## src/rtl/mux2_rr_arbiter.sv

```systemverilog
// mux2_rr_arbiter
//
// Packet-level round-robin arbiter in front of one shared 2:1 data mux.
// Two valid/ready requesters compete for a single registered output stage.
// A grant lasts until the granted requester delivers its Last beat, or until
// MAX_BEATS beats have been accepted. When the packet is cut at MAX_BEATS,
// the output beat is marked Last and Truncated pulses for one cycle. On a
// tie, the requester that was not granted most recently wins.
//
// Ports:
//   Clk        - system clock, rising edge
//   Rst_n      - asynchronous active-low reset
//   In0_Valid  - requester 0 beat valid
//   In0_Data   - requester 0 beat data (WIDTH bits)
//   In0_Last   - requester 0 final beat of packet
//   In0_Ready  - requester 0 beat accepted when high with In0_Valid
//   In1_Valid  - requester 1 beat valid
//   In1_Data   - requester 1 beat data (WIDTH bits)
//   In1_Last   - requester 1 final beat of packet
//   In1_Ready  - requester 1 beat accepted when high with In1_Valid
//   Out_Valid  - output beat valid
//   Out_Data   - output beat data (WIDTH bits)
//   Out_Last   - output final beat of packet
//   Out_Ready  - downstream accepts the output beat
//   Sel        - mux select: 0 = requester 0, 1 = requester 1
//   Busy       - a grant is active
//   Truncated  - one-cycle pulse when a packet is cut at MAX_BEATS

module mux2_rr_arbiter #(
  parameter int WIDTH     = 4,
  parameter int MAX_BEATS = 8
) (
  input  logic             Clk,
  input  logic             Rst_n,
  input  logic             In0_Valid,
  input  logic [WIDTH-1:0] In0_Data,
  input  logic             In0_Last,
  output logic             In0_Ready,
  input  logic             In1_Valid,
  input  logic [WIDTH-1:0] In1_Data,
  input  logic             In1_Last,
  output logic             In1_Ready,
  output logic             Out_Valid,
  output logic [WIDTH-1:0] Out_Data,
  output logic             Out_Last,
  input  logic             Out_Ready,
  output logic             Sel,
  output logic             Busy,
  output logic             Truncated
);

  localparam int CW = $clog2(MAX_BEATS + 1);

  typedef enum logic [1:0] {
    IDLE = 2'd0,
    GNT0 = 2'd1,
    GNT1 = 2'd2
  } state_t;

  state_t           state_q;
  logic             ptr_q;       // requester granted most recently
  logic [CW-1:0]    count_q;     // beats accepted in the current packet
  logic             outValid_q;
  logic [WIDTH-1:0] outData_q;
  logic             outLast_q;
  logic             trunc_q;

  logic             outFree;
  logic             muxValid;
  logic [WIDTH-1:0] muxData;
  logic             muxLast;
  logic             accept;
  logic             forced;
  logic             outLast_d;
  logic             release_d;

  // The output stage can take a new beat when it is empty or is being
  // drained this cycle, which gives one beat per cycle within a packet.
  assign outFree   = ~outValid_q | Out_Ready;
  assign In0_Ready = (state_q == GNT0) & outFree;
  assign In1_Ready = (state_q == GNT1) & outFree;

  assign Sel  = (state_q == GNT1);
  assign Busy = (state_q != IDLE);

  // The shared 2:1 mux, steered by the current grant.
  assign muxValid = Sel ? In1_Valid : In0_Valid;
  assign muxData  = Sel ? In1_Data  : In0_Data;
  assign muxLast  = Sel ? In1_Last  : In0_Last;

  assign accept    = Busy & muxValid & outFree;
  // The MAX_BEATS-th beat without a Last closes the packet by force.
  assign forced    = (count_q == CW'(MAX_BEATS - 1)) & ~muxLast;
  assign outLast_d = muxLast | forced;
  assign release_d = accept & outLast_d;

  // Grant state machine plus the registered output stage. The pointer only
  // moves on a grant decision; a release leaves it where it was so the
  // next tie goes to the other requester.
  always_ff @(posedge Clk or negedge Rst_n) begin
    if (!Rst_n) begin
      state_q    <= IDLE;
      ptr_q      <= 1'b1;
      count_q    <= '0;
      outValid_q <= 1'b0;
      outData_q  <= '0;
      outLast_q  <= 1'b0;
      trunc_q    <= 1'b0;
    end else begin
      trunc_q <= 1'b0;

      case (state_q)
        IDLE: begin
          if (In0_Valid && In1_Valid) begin
            if (ptr_q) begin
              state_q <= GNT0;
              ptr_q   <= 1'b0;
            end else begin
              state_q <= GNT1;
              ptr_q   <= 1'b1;
            end
          end else if (In0_Valid) begin
            state_q <= GNT0;
            ptr_q   <= 1'b0;
          end else if (In1_Valid) begin
            state_q <= GNT1;
            ptr_q   <= 1'b1;
          end
        end
        GNT0, GNT1: begin
          if (release_d) begin
            state_q <= IDLE;
          end
        end
        default: state_q <= IDLE;
      endcase

      if (accept) begin
        outValid_q <= 1'b1;
        outData_q  <= muxData;
        outLast_q  <= outLast_d;
        trunc_q    <= forced;
        count_q    <= release_d ? '0 : count_q + 1'b1;
      end else if (Out_Ready) begin
        outValid_q <= 1'b0;
      end
    end
  end

  assign Out_Valid = outValid_q;
  assign Out_Data  = outData_q;
  assign Out_Last  = outLast_q;
  assign Truncated = trunc_q;

endmodule

```

## config.mk

```make
export PLATFORM = sky130hd
export DESIGN_NAME = mux2_rr_arbiter
export DESIGN_NICKNAME = d
export VERILOG_FILES = /design/src/rtl/mux2_rr_arbiter.sv
export SDC_FILE = /design/constraint.sdc
export NUM_CORES = 1
export LEC_CHECK = 0
export ABC_AREA = 1
export CORE_UTILIZATION = 35
export CTS_BUF_LIST = sky130_fd_sc_hd__clkbuf_16
export DETAILED_ROUTE_END_ITERATION = 10
export SYNTH_ARGS = -nofsm -noshare
export SYNTH_HDL_FRONTEND = slang
export SYNTH_SLANG_ARGS = --single-unit
```

## constraint.sdc

```tcl
create_clock -name Clk -period 2 [get_ports Clk]
set_clock_uncertainty 0.15 [all_clocks]
set_input_delay 0.2 -clock Clk [delete_from_list [all_inputs] [get_ports Clk]]
set_output_delay 0.2 -clock Clk [all_outputs]
set_load 0.05 [all_outputs]
```

# [Word level (Yosys, flattened, before mapping)]
# Cells that the tools add are included.
[op_classes] n_addsub=1 n_mul=0 n_div=0 magnitude_cmp=0 eq_ne=5 n_shift=0 muxes=17 bitwise_logic=10 n_reduce_logical=8
[ops] operator="$mux W2" n=5
[ops] operator="$mux W1" n=9
[ops] operator="$mux W4" n=2
[ops] operator="$and A1 B1 Y1" n=6
[ops] operator="$add A4 B1 Y4 const B" n=1
[ops] operator="$eq A4 B3 Y1 const B" n=1
[ops] operator="$ne A4 B4 Y1 const B" n=1
[ops] operator="$pmux W2 S2" n=1
[ops] operator="$reduce_and A2 Y1" n=2
[ops] operator="$reduce_bool A2 Y1" n=2
[ops] operator="$reduce_bool A3 Y1" n=1
[ops] operator="$eq A2 B1 Y1 const B" n=1
[ops] operator="$eq A2 B2 Y1 const B" n=1
[ops] operator="$logic_not A2 Y1" n=1
[ops] operator="$ne A2 B2 Y1 const B" n=1
[ops] operator="$not A1 Y1" n=2
[ops] operator="$or A1 B1 Y1" n=2
[ops] operator="$reduce_or A2 Y1" n=1
[ops] operator="$logic_and A1 B1 Y1" n=1
[totals] register_bits=14 latch_bits=0 ram_bits=0 romBits=0 inputBits=15 output_inout_bits=11 word_cells=48 memories=0

# [Longest topological paths before layout]
[logic_depth] word_depth=8 ltp_mapped=12

# [Worst setup path after synthesis]
# No wires, ideal clock.
[synth_path] path_kind="register to output" start="register state_q[0]" end="output port In1_Ready" arrival_time_ns=1.863 required_time_ns=1.650 path_slack_ns=-0.213 stages_incl_launch_ff=6 n_path_buf=1 cell_sequence="dfrtp_1 -> inv_1 -> ha_1 -> buf_6 -> inv_2 -> nor2_1"
[synth_via] elab_chain_cells=2
[synth_rtl] element="start, declared" line="60" text="state_t state_q;"
[synth_rtl] element="start signal, assigned" line="102" text="state_q <= IDLE;"
[synth_rtl] element="start signal, assigned" line="116" text="state_q <= GNT0;"
[synth_rtl] element="start signal, assigned" line="119" text="state_q <= GNT1;"
[synth_rtl] element="$eq A2 B2 Y1"
[synth_rtl] element="net Sel" line="47" text="output logic Sel,"
[synth_rtl] element="$and A1 B1 Y1" line="81" text="assign In1_Ready = (state_q == GNT1) & outFree;"
[synth_rtl] element="end, declared" line="42" text="output logic In1_Ready,"
# The timed path passes the listed nets, and every way through them passes these cells.

# [Worst setup path in the final report]
[layout_path] start="register state_q[0]" end="output port In1_Ready"
[layout_via] elab_chain_cells=2
[layout_rtl] element="$eq A2 B2 Y1" line="81"
[layout_rtl] element="$and A1 B1 Y1" line="81"
# No other way between the ends.

==> key figures <==
Detailed routing
  • Remaining antenna violation count after routing: 0
  • Drt total wl: 1.621 mm
  • DRT Pass-1 Iters: 4
  • Residual DRC: 0
  • Vias: 689
  • Vias/cell: 4.445
  • Post-DR wirelength/cell: 10.46 µm
  • DR iter-0 viols: 10

Global route
  • Largest net degree at the start of global routing: 16
  • First-pass GRT wire length: 2.960 mm
  • Vias in the first global route: 705
  • Initial antenna violation count: 0
  • Tot GR Track Use: 15.65%
  • Global route total overflow: 0

Critical path
  • RR Startpoint: state_q[0]
  • WP data arrival: 1.43 ns
  • Critical path fanouts, max: 6
  • Worst R2R End: state_q[0]
  • CP Class: register to primary output
  • Startpoint Class: register
  • Worst endpoint required time: 1.65 ns
  • Crit path largest cell delay: 0.39 ns
  • Reg2reg path depth: 11
  • Worst reg2reg setup slack: 0.26 ns
  • Critical-path top delay cell: dfrtp_1
  • Endpoint class of the critical path: primary output
  • Crit-path cells: inv_1 -> ha_2 -> inv_2 -> nor2_2 -> buf_12

Floorplanning
  • Die W: 50.47 µm
  • I/O pins: 26
  • Site Rows: 17
  • Die Footprint: 0.002547 mm²
  • Height of the chip: 50.47 µm
  • Core area: 0.002212 mm²
  • Starting Density: 37.16%

Timing
  • Max Transition Viols Final: 0
  • Final min period: 1.779 ns
  • Hold Slack: 0.2079 ns
  • Endpoints failing setup: 0
  • RSZ-0062 raised after global routing: no
  • Fmax: 562.1 MHz
  • Worst slew margin: 57.28%
  • Fin. Hold Viols: 0
  • Least-Margin Pin Slew: 0.6388 ns
  • TNS Setup: 0 ns
  • Final worst-path cycle share: 88.95%

Clock network
  • Worst-Skew Late Latency: 0.24 ns
  • Clk sink count: 14
  • Total CTS buffers: 3
  • Post-CTS Setup Bufs: 0
  • Max Root-Sink Buffers: 2
  • Hold Buf Count CTS: 0
  • Clock Pin Slew Worst Setup and Hold Paths: 0.05 ns
  • CTS H-tree depth: 1
  • CTS tree: yes
  • CTS Root Buffer Type: clkbuf_16

Placement
  • GP Congestion: 0.7140
  • Placed cell area: 0.001142 mm²
  • Dpl hpwl: 1.257 mm
  • Dpl cells: 151
  • Port Buf Inserts: 25

Run
  • Max Cap Viol: 0

Pwr
  • Reg power frac: 23.5%
  • Logic pwr share: 58.5%
  • Clock Power Share: 18.0%
  • Cell Int Power: 1.154 mW
  • Leakage: 0.5986 nW
  • Switching Fraction: 44.81%
  • Power Dens Cells: 1709 mW/mm²
  • P_sw: 937.1 µW
  • VDD IR-drop max: 0.0009284 V

Yosys
  • Top-area cell type share of the netlist area: 39.57%
  • Most area-consuming cells after synthesis: dfrtp_1 40%, nand2_1 9.6%, inv_1 7.3%
  • FF+latch count, synth: 14
  • Post-synth cell types: 22
  • Mean Syn Cell Area: 8.388 µm²
  • Post-Synthesis Cells: 98
  • Largest area contributor in the synthesized netlist: dfrtp_1
  • Sequential area share after synthesis: 42.77%
  • Synth Net Count: 117
  • Mapped Area: 822.0 µm²
  • Number of synthesis warnings: 0

Min path
  • Hold Crit Class: primary input to asynchronous set/reset pin

Finish
  • Final nets: 147
  • Final antenna diode count: 0
  • Final cell count without fillers: 155
  • Layout cells sized above 1: 18.90%
  • Area Overhead vs Synth: 48.86%
  • Design area: 0.001224 mm²

Outcome
  • Status: finished clean
kinds of logic after synthesis:
kind of cell	after synthesis	synth area share, %
and+or+nand+nor	48	28.16
buffers and inverters	19	10.50
DFF	14	42.77
AOI/OAI and AO/OA	11	10.35
adders and majority gates	4	6.089
xor gates and xnor gates	2	2.131
power groups by stage:
stage	clock network, mW	logic (mW)	registers (mW)
after floorplan	0	0.648	0.689
after global placement	0	1.22	0.494
after detailed placement	0	1.23	0.493
after CTS	0.386	1.24	0.492
after global routing	0.399	1.34	0.512
final	0.376	1.22	0.492
cells in the mapped netlist, drive strengths merged:
library cell / number
a21boi: 1
a21oi: 2
buf: 2
dfrtp: 13
dfstp: 1
ha: 4
inv: 17
nand2: 26
nand3: 4
nand3b: 1
nor2: 17
o21ai: 3
o31ai: 5
xnor2: 1
xor2: 1
what timing repair did:
item                                    in CTS  in global routing
resized for setup                            0                  1
endpoints found under the hold margin        0                  0
endpoints found under the setup margin       0                  3
per-layer routing:
metal,vias to the layer above,GRT usage [%],share of wire [%]
met5,-,0,0
met4,0,8.333,1.3
met3,4,3.636,7.0
met2,25,24.00,42
met1,301,20.30,50
li1,359,-,-
critical path, delay by kind of cell (launching register included):
| kind | cells | cell delay (ns) |
|---|---|---|
| DFF | 1 | 0.39 |
| adders and majority gates | 1 | 0.29 |
| and+or+nand+nor | 1 | 0.16 |
| buffers and inverters | 3 | 0.34 |
sequential cells by signal, indices dropped and copies added, names as in the netlist:
| signal | count |
|---|---|
| ptr_q | 1 |
| count_q | 4 |
| Truncated | 1 |
| state_q | 2 |
| Out_Data | 4 |
| Out_Valid | 1 |
| Out_Last | 1 |
metrics by stage:
stage / setup slack [ns] / utilization [%] / power [mW]
2_1_floorplan: 0.01150 / - / 1.338
3_3_place_gp: 0.1610 / 51.64 / 1.715
3_5_place_dp: 0.1197 / 51.64 / 1.727
4_1_cts: 0.09865 / 55.20 / 2.114
5_1_grt: 0.08778 / 55.32 / 2.246
6_report: 0.2210 / 55.32 / 2.092
worst max path at each step:
stage / from / to / depth (start not counted)
floorplan: state_q[0] / In1_Ready / 5
global placement: state_q[0] / state_q[0] / 11
detailed placement: state_q[0] / state_q[0] / 11
CTS: state_q[0] / In1_Ready / 5
global route: state_q[0] / state_q[0] / 11
finish: state_q[0] / In1_Ready / 5
cell usage in the layout (no fill, tap or decap), drive strengths merged:
| master | count |
|---|---|
| a21oi | 2 |
| nand3b | 1 |
| clkdlybuf4s50 | 21 |
| dfrtp | 13 |
| xnor2 | 1 |
| clkinv | 1 |
| nor2 | 17 |
| inv | 17 |
| o31ai | 5 |
| nand2 | 26 |
| clkbuf | 3 |
| o21ai | 3 |
| dfstp | 1 |
| buf | 6 |
| xor2 | 1 |
| nand3 | 4 |
| ha | 4 |
| a21boi | 1 |
final cells by class:
type | instances | area (µm²)
fill | 216 | 988.4
clock inverter | 1 | 3.754
clock buffer | 3 | 75.07
tap | 28 | 35.03
sequential | 14 | 351.6
multi-input combinational | 65 | 389.1
timing repair buffer | 27 | 305.3
inverter | 17 | 63.81
Power figures use the tool's default switching activity.
